`src/rtl/pri_enc_pkg.sv`:
```
`default_nettype none
// +--------------------------------------------------------------------+
// | pri_enc_pkg : shared FSM state encoding and index coding function   |
// | Rev 1.0                                                             |
// +--------------------------------------------------------------------+
package pri_enc_pkg;

  typedef enum logic [1:0] {
    ST_IDLE = 2'd0,
    ST_SCAN = 2'd1,
    ST_DONE = 2'd2
  } state_e;

  // Wide enough for any legal index (N <= 64); callers truncate to their W.
  localparam int MAX_IDX_W = 7;

  function automatic logic [MAX_IDX_W-1:0] code_index(
    input logic [MAX_IDX_W-1:0] idx,
    input logic [MAX_IDX_W-1:0] max_idx,
    input logic                 inv
  );
    return inv ? (max_idx - idx) : idx;
  endfunction

endpackage
`default_nettype wire

```
`src/rtl/pri_find_msb.sv`:
```
`default_nettype none
// +--------------------------------------------------------------------+
// | pri_find_msb : combinational highest-set-bit search with any flag   |
// | Rev 1.0                                                             |
// +--------------------------------------------------------------------+
module pri_find_msb #(
  parameter int N = 16,
  parameter int W = $clog2(N)
) (
  input  logic [N-1:0] i_vec,
  output logic [W-1:0] o_idx,
  output logic         o_any
);

  // Ascending scan: the last hit, i.e. the highest set bit, wins.
  always_comb begin
    o_idx = '0;
    for (int k = 0; k < N; k++) begin
      if (i_vec[k]) o_idx = W'(k);
    end
  end

  assign o_any = |i_vec;

endmodule
`default_nettype wire

```
`src/rtl/pri_scan_encoder.sv`:
```
`default_nettype none
// +--------------------------------------------------------------------+
// | pri_scan_encoder : captured priority encoder streaming indices      |
// | Rev 1.0                                                             |
// +--------------------------------------------------------------------+
module pri_scan_encoder
  import pri_enc_pkg::*;
#(
  parameter int N       = 16,
  parameter int W       = $clog2(N),
  parameter int INV_OUT = 1
) (
  input  logic         clk,
  input  logic         rst_n,
  input  logic         ei_n,
  input  logic [N-1:0] i_n,
  input  logic         load,
  input  logic         out_ready,
  output logic         out_valid,
  output logic [W-1:0] z,
  output logic         gs_n,
  output logic         eo_n,
  output logic         done,
  output logic [W:0]   cnt
);

  localparam logic [W:0] C_CNT_MAX = (W+1)'(N);

  state_e       r_state;
  logic [N-1:0] r_pend;
  logic [W:0]   r_cnt;
  logic         r_eo_n;
  logic         r_done;
  logic         r_gs_n;

  logic [W-1:0] w_idx;
  logic         w_any;
  logic [N-1:0] w_pend_clr;
  logic         w_last;
  logic [N-1:0] w_req;

  pri_find_msb #(.N(N), .W(W)) u_find (
    .i_vec (r_pend),
    .o_idx (w_idx),
    .o_any (w_any)
  );

  assign w_req      = ~i_n;
  assign w_pend_clr = r_pend & ~({{(N-1){1'b0}}, 1'b1} << w_idx);
  assign w_last     = ~|w_pend_clr;

  always_ff @(posedge clk) begin
    if (!rst_n) begin
      r_state <= ST_IDLE;
      r_pend  <= '0;
      r_cnt   <= '0;
      r_eo_n  <= 1'b1;
      r_done  <= 1'b0;
      r_gs_n  <= 1'b1;
    end else begin
      r_done <= 1'b0;
      case (r_state)
        ST_IDLE: begin
          if (!ei_n && load) begin
            r_pend <= w_req;
            r_cnt  <= '0;
            if (|w_req) begin
              r_state <= ST_SCAN;
              r_gs_n  <= 1'b0;
              r_eo_n  <= 1'b1;
            end else begin
              r_eo_n  <= 1'b0;
            end
          end
        end
        ST_SCAN: begin
          // Abort outranks a handshake in the same cycle.
          if (ei_n) begin
            r_pend  <= '0;
            r_state <= ST_IDLE;
            r_gs_n  <= 1'b1;
          end else if (out_ready) begin
            r_pend <= w_pend_clr;
            if (r_cnt != C_CNT_MAX) r_cnt <= r_cnt + 1'b1;
            if (w_last) begin
              r_state <= ST_DONE;
              r_gs_n  <= 1'b1;
              r_done  <= 1'b1;
            end
          end
        end
        ST_DONE: r_state <= ST_IDLE;
        default: begin
          r_state <= ST_IDLE;
          r_gs_n  <= 1'b1;
        end
      endcase
    end
  end

  assign out_valid = (r_state == ST_SCAN) && w_any;
  assign z         = W'(code_index(MAX_IDX_W'(w_idx), MAX_IDX_W'(N - 1), INV_OUT != 0));
  assign gs_n      = r_gs_n;
  assign eo_n      = r_eo_n;
  assign done      = r_done;
  assign cnt       = r_cnt;

endmodule
`default_nettype wire

```
`config.mk`:
```
export PLATFORM = sky130hd
export DESIGN_NAME = pri_scan_encoder
export DESIGN_NICKNAME = d
export VERILOG_FILES = /design/src/rtl/pri_enc_pkg.sv /design/src/rtl/pri_find_msb.sv /design/src/rtl/pri_scan_encoder.sv
export SDC_FILE = /design/constraint.sdc
export NUM_CORES = 1
export LEC_CHECK = 0
export ABC_AREA = 1
export CAP_MARGIN = 20
export CORE_ASPECT_RATIO = 1.1
export CORE_MARGIN = 5
export CORE_UTILIZATION = 40
export CTS_BUF_LIST = sky130_fd_sc_hd__clkbuf_4 sky130_fd_sc_hd__clkbuf_8
export DETAILED_ROUTE_END_ITERATION = 16
export PLACE_DENSITY = 0.6
export SYNTH_ARGS = -nofsm -noshare
export SYNTH_HDL_FRONTEND = slang
export SYNTH_HIERARCHICAL = 1
export SYNTH_SLANG_ARGS = --single-unit
```
`constraint.sdc`:
```
create_clock -name clk -period 5.7 [get_ports clk]
set_input_delay 1.14 -clock clk [delete_from_list [all_inputs] [get_ports clk]]
set_output_delay 1.14 -clock clk [all_outputs]
set_load 0.1 [all_outputs]
```
After elaboration in Yosys (flattened, before gate mapping) --
Index checks and enable logic that the tools add are counted.
Cells by class: equal/unequal tests 10, multipliers 0, magnitude comparators 0, multiplexer cells 38, add/subtract/negate cells 2, shift operators 1, bitwise logic cells 7, reductions and logical operators 14, divide/modulo/power cells 0
Operator list (number):
- 16-bit two-way mux | 3
- 16-bit OR reduction | 3
- 4-bit two-way mux | 8
- 16-bit inverter | 2
- 16-bit case mux with 2 select lines | 1
- 5-bit two-way mux | 4
- 16-bit AND | 1
- 1-bit by 4-bit left shift with 16-bit output, first input constant | 1
- 2-bit two-way mux | 7
- 3-bit two-way mux | 4
- 2-bit inequality test, second input constant | 5
- 5-bit case mux with 2 select lines | 1
- 5-bit AND reduction | 2
- 1-bit two-way mux | 8
- 3-bit inequality test, second input constant | 2
- 5-bit by 1-bit adder with 5-bit output, second input constant | 1
- 5-bit inequality test, second input constant | 1
- 1-bit inverter | 4
- 2-bit case mux with 2 select lines | 1
- 4-bit AND reduction | 1
- 4-bit OR reduction | 1
- 4-bit subtractor, first input constant | 1
- 1-bit case mux with 3 select lines | 1
- 3-bit AND reduction | 1
- 7 further kinds | 8
Word-level totals: logic and storage cells 78, bits in read-only memories 0, latch bits 0, output and inout bits 13, register bits after elaboration 26, input bits 21, RAM bits 0, memories 0

Depth between registers and ports, before layout --
depth after elaboration 23, gate-level depth with buffers 26, mapped depth without buffers 26

Hierarchy --
Netlist, hierarchy kept.
By module, submodules not included:
- pri_scan_encoder | cells each 231, instances 1, sequential area each 520.5 um^2, area an instance 1577.8 um^2
- pri_find_msb | cells each 48, instances 1, sequential area each 0.0 um^2, area an instance 191.4 um^2

Worst setup path after synthesis --
Ideal clock, no wire load.
kind flip-flop to output port, start point reg r_state[0], end point out out_valid, path buffers 1, required time 4.560 ns, arrival 2.062 ns, stages on the path, launching flop included 6, slack 2.498 ns, cell sequence dfxtp_1 -> inv_2 -> nor2_4 -> inv_2 -> clkbuf_1 -> nor2_1
Between the ends: word-level cells in the longest chain between the ends 2
RTL lines:
- start: declaration | line pri_scan_encoder.sv:29 | state_e r_state;
- start signal: assignment | line pri_scan_encoder.sv:54 | r_state <= ST_IDLE;
- start signal: assignment | line pri_scan_encoder.sv:68 | r_state <= ST_SCAN;
- start signal: assignment | line pri_scan_encoder.sv:80 | r_state <= ST_IDLE;
- 2-bit by 1-bit equality test with 1-bit output | line pri_scan_encoder.sv:101 | assign out_valid = (r_state == ST_SCAN) && w_any;
- 1-bit logical AND | line pri_scan_encoder.sv:101
- end: declaration | line pri_scan_encoder.sv:19 | output logic out_valid,
Every way passes these cells.

Worst setup path in the final report --
start point reg r_pend[2], end point out z[0]
Between the ends: word-level cells in the longest chain between the ends 15
RTL lines:
- start: declaration | line pri_scan_encoder.sv:30 | logic [N-1:0] r_pend;
- start signal: assignment | line pri_scan_encoder.sv:65 | r_pend <= w_req;
- start signal: assignment | line pri_scan_encoder.sv:83 | r_pend <= w_pend_clr;
- 2-bit two-way mux (2 in series) | line pri_find_msb.sv:19 | if (i_vec[k]) o_idx = W'(k);
- 3-bit two-way mux (4 in series) | line pri_find_msb.sv:19
- 4-bit two-way mux (8 in series) | line pri_find_msb.sv:19
- via w_idx[0] | line pri_scan_encoder.sv:36 | logic [W-1:0] w_idx;
- 4-bit subtractor | line pri_enc_pkg.sv:22 | return inv ? (max_idx - idx) : idx;
- end: declaration | line pri_scan_encoder.sv:20 | output logic [W-1:0] z,
The timed path passes the listed nets, and every way through them passes these cells.

==> metrics.log <==
INFO  metric mean_instance_size_in_the_synthesized_netlist = 6.34 um^2
INFO  metric cts_hold_repair.buffers = 0
INFO  metric final_min_period_over_clock_period = 69.6%
INFO  metric worst_slew_pin_slew = 0.969 ns
INFO  metric synth_top_area_share = 29.4%
INFO  metric ios = 34
INFO  metric postCtsResizedCells = 0
INFO  metric final_design_area_no_fill = 2180 um^2
INFO  metric synth_simple_gate_area_share = 35.9%
INFO  metric timing.hold.worst.class = flip-flop to flip-flop
INFO  metric seqCellArea = 520 um^2
INFO  metric synth-edff-count = 0
INFO  metric detailroute.via_count = 1812
INFO  metric synthesis.yosys.warnings = 6
INFO  metric cap_violations = 0
INFO  metric area_growth = 23.3%
INFO  metric antenna_cells_inserted = 0
INFO  metric post-route-worst-setup-slack = 1.73 ns
INFO  metric crit_slowest_cell = sky130_fd_sc_hd__clkdlybuf4s50_1
INFO  metric core_region_area = 4290 um^2
INFO  metric synth.yosys.seq_area_share = 29.4%
INFO  metric path_class = flip-flop to output pin
INFO  metric pwr_density = 291 nW/um^2
INFO  metric xor_and_xnor_area_share_after_synthesis = 0%
INFO  metric die_y = 79.8 um
INFO  metric hpwlAfterDp = 3580 um
INFO  metric critical_path.top_delay_family = buffers and inverters
INFO  metric static-leakage-power = 0.987 nW
INFO  metric max_freq = 252 MHz
INFO  metric design_power_total = 0.634 mW
INFO  metric cts_post_setup_buffers_inserted = 0
INFO  metric instances_no_fill = 361
INFO  metric detail_route.vias_per_cell = 5.02
INFO  metric drcViolationCount = 0
INFO  metric placement_rows = 25
INFO  metric number_of_global_route_vias_before_repair = 1651
INFO  metric cts-buffers-inserted = 3
INFO  metric slew_viol_final = 0
INFO  metric root_buffer = sky130_fd_sc_hd__clkbuf_8
INFO  metric syn_inst = 279
INFO  metric die-area = 5850 um^2
INFO  metric setup-violations-final = 0
INFO  metric ir_drop = 91.6 uV
INFO  metric cts.reportedPaths.clkPinSlew = 0.10 ns
INFO  metric synth-adder-area-share = 1.41%
INFO  metric ctsHtreeMaxLevel = 1
INFO  metric place_ws = 2.08 ns
INFO  metric netlist_area = 1770 um^2
INFO  metric cp-end-kind = output pin
INFO  metric drive_above_1_share = 10.1%
INFO  metric tritoncts_clock_tree = built
INFO  metric synth.area.top_cells = sky130_fd_sc_hd__dfxtp_1, sky130_fd_sc_hd__nand2_1, sky130_fd_sc_hd__inv_1
INFO  metric multi_input_combinational_cell_area = 997 um^2
INFO  metric drt_iter0_markers = 162
INFO  metric mappedNetlistNets = 302
INFO  metric final.setup_skew = 0.00202 ns
INFO  metric cp_slowest_stage_delay = 1.15 ns
INFO  metric die_w = 73.4 um
INFO  metric grt_first_pass_wirelength = 7790 um
INFO  metric critical_path_required = 4.56 ns
INFO  metric critical_path.max_fanout = 6
INFO  metric crit_buf_inv = 3
INFO  metric asyncSetResetFlopFracSynth = 0%
INFO  metric worst_skew_pair.late_latency = 0.28 ns
INFO  metric worst_slew_margin_rel = 35.2%
INFO  metric max-clock-path-buffers = 2
INFO  metric final-hold-violation-count = 0
INFO  metric initial_utilization = 41.3%
INFO  metric ys_seq_elements = 26
INFO  metric routed_wire_length_per_instance = 12.8 um
INFO  metric synth-compound-area-share = 19.1%
INFO  metric drt_first_pass_iters = 4
INFO  metric fillCellCount = 447
INFO  metric setup_slack_on_the_worst_flop_to_flop_path = 3.25 ns
INFO  metric grt_antenna_before_repair = 0
INFO  metric setup_tns = 0 ns
INFO  metric synthMostInstantiatedCell = sky130_fd_sc_hd__nand2_1
INFO  metric yosys.area.top_type = sky130_fd_sc_hd__dfxtp_1
INFO  metric worst_ep_arrival_time = 2.83 ns
INFO  metric rsz0062_at_grt = no
INFO  metric pin_count_of_the_biggest_net_entering_global_routing = 33
INFO  metric finalWirelength = 4620 um
INFO  metric grt-ovfl-total = 0
INFO  metric critical_path.startpoint_type = flip-flop
INFO  metric post-route-min-period = 3.97 ns
INFO  metric synth_top_cells_by_count = sky130_fd_sc_hd__nand2_1, sky130_fd_sc_hd__inv_1, sky130_fd_sc_hd__dfxtp_1, sky130_fd_sc_hd__nand3_1, sky130_fd_sc_hd__o21ai_1
INFO  metric ant_nets = 0
INFO  metric io_buffer_count = 33
INFO  metric cts_num_sinks = 26
INFO  metric ys_types = 32
INFO  metric synth_top_family_by_area = simple AND/OR/NAND/NOR gates
INFO  metric cells_traversed_along_the_worst_timing_path = inv_1, nand2_1, nand2_1, nand2_1, nand2_1, nand2_1, nand2_1, nand2_1, nand2_1, nand2_1, nand2_1, nand2_1, nand2_1, nand2_1, nand2_1, inv_2, clkdlybuf4s50_1
INFO  metric yosys-mux-area-fraction = 0%
INFO  metric place_congestion = 0.899
INFO  metric synthFlopType = sky130_fd_sc_hd__dfxtp_1
INFO  metric run_status = finished, final reports clean
INFO  metric post-place-cells = 357
INFO  metric layout.nets = 331
INFO  metric placement.cell_area = 2110 um^2
INFO  metric grt_util_all_layers = 16.9%
INFO  metric crit_top_cell = sky130_fd_sc_hd__nand2_1
## placed cells by master (no fill, tap or decap)
cell,Yosys,final
sky130_fd_sc_hd__o21bai_1,1,1
sky130_fd_sc_hd__dfxtp_1,26,26
sky130_fd_sc_hd__inv_1,41,41
sky130_fd_sc_hd__nand3_2,3,3
sky130_fd_sc_hd__a21oi_1,7,7
sky130_fd_sc_hd__nand2_1,72,72
sky130_fd_sc_hd__a22oi_4,1,1
sky130_fd_sc_hd__inv_4,1,1
sky130_fd_sc_hd__clkbuf_8,0,3
sky130_fd_sc_hd__and3b_1,1,1
sky130_fd_sc_hd__nand2_2,1,1
sky130_fd_sc_hd__clkdlybuf4s50_1,0,33
sky130_fd_sc_hd__nor2_1,13,13
sky130_fd_sc_hd__nor2_4,2,2
sky130_fd_sc_hd__nor3_1,3,3
sky130_fd_sc_hd__o21a_1,2,2
sky130_fd_sc_hd__nor3_2,1,1
sky130_fd_sc_hd__inv_2,8,8
sky130_fd_sc_hd__nand3_1,22,22
sky130_fd_sc_hd__nor2_2,5,5
sky130_fd_sc_hd__nor4_1,7,7
sky130_fd_sc_hd__bufinv_16,0,1
sky130_fd_sc_hd__clkinv_2,1,1
sky130_fd_sc_hd__a31oi_1,16,16
sky130_fd_sc_hd__ha_1,2,2
sky130_fd_sc_hd__o21ai_1,18,18
sky130_fd_sc_hd__a211oi_1,2,2
sky130_fd_sc_hd__nand4_1,3,3
sky130_fd_sc_hd__o21bai_4,1,1
sky130_fd_sc_hd__o21ai_0,7,7
sky130_fd_sc_hd__or2_2,3,3
## worst reg2reg max path, stage by stage (launching register included)
cell and delay [ns]:
sky130_fd_sc_hd__dfxtp_1 0.42, sky130_fd_sc_hd__inv_1 0.06, sky130_fd_sc_hd__nand2_1 0.06, sky130_fd_sc_hd__nand2_1 0.05, sky130_fd_sc_hd__nand2_1 0.06, sky130_fd_sc_hd__nand2_1 0.05
sky130_fd_sc_hd__nand2_1 0.05, sky130_fd_sc_hd__nand2_1 0.05, sky130_fd_sc_hd__nand2_1 0.05, sky130_fd_sc_hd__nand2_1 0.04, sky130_fd_sc_hd__nand2_1 0.05, sky130_fd_sc_hd__nand2_1 0.04
sky130_fd_sc_hd__nand2_1 0.05, sky130_fd_sc_hd__nand2_1 0.05, sky130_fd_sc_hd__nand2_1 0.05, sky130_fd_sc_hd__nand2_1 0.12, sky130_fd_sc_hd__nor2_2 0.22, sky130_fd_sc_hd__nand3_1 0.15
sky130_fd_sc_hd__nand2_1 0.10, sky130_fd_sc_hd__nand2_1 0.07, sky130_fd_sc_hd__nor2_2 0.11, sky130_fd_sc_hd__nand3_2 0.13, sky130_fd_sc_hd__o21bai_4 0.16, sky130_fd_sc_hd__nand2_1 0.07
sky130_fd_sc_hd__nand2_1 0.06, sky130_fd_sc_hd__nand2_1 0.04
## through the flow
step	utilization, %	hold slack (ns)
2_1_floorplan	-	0.477
3_3_place_gp	49.3	0.440
3_5_place_dp	49.3	0.438
4_1_cts	50.9	0.458
5_1_grt	50.9	0.510
6_report	50.9	0.453
## cell families (layout without fill, tap and decap cells)
group                      count (synthesis)  count (layout)
AOI/OAI and AO/OA                         55              55
DFF                                       26              26
and+or+nand+nor                          136             136
adders and majority gates                  2               2
buffers and inverters                     60              88
## report_power, final
group	switching, mW	internal [mW]	total, mW
logic	0.188	0.0747	0.263
registers	0.0159	0.196	0.212
clock network	0.0658	0.0941	0.160
total	0.270	0.365	0.634
## path summary, 6_finish.rpt
path | start | end | depth (start not counted)
max | r_pend[2]$_SDFFE_PN0P_ | z[0] | 17
min | gs_n$_SDFFE_PN1P_ | gs_n$_SDFFE_PN1P_ | 2
max reg2reg | r_pend[2]$_SDFFE_PN0P_ | gs_n$_SDFFE_PN1P_ | 25
min reg2reg | gs_n$_SDFFE_PN1P_ | gs_n$_SDFFE_PN1P_ | 2
## sequential cells by signal (all words and copies together) (netlist names)
signal,flops
gs_n,1
r_pend,16
done,1
cnt,5
eo_n,1
r_state,2
## metal layers
layer	up-vias	share of wire, %	GRT usage, %
li1	964	-	-
met1	787	48	24.5
met2	54	43	25.4
met3	7	7.4	2.39
met4	0	1.6	5.43
met5	-	0	0
## final cells by class
class | instances | share of cell area, %
Timing Repair Buffer | 33 | 15.1
Multi-Input combinational cell | 193 | 45.7
Clock buffer | 3 | 1.89
Sequential cell | 26 | 23.9
Tap cell | 54 | 3.10
Clock inverter | 1 | 1.38
Inverter | 51 | 8.94
(Power assumes the default switching activity.)
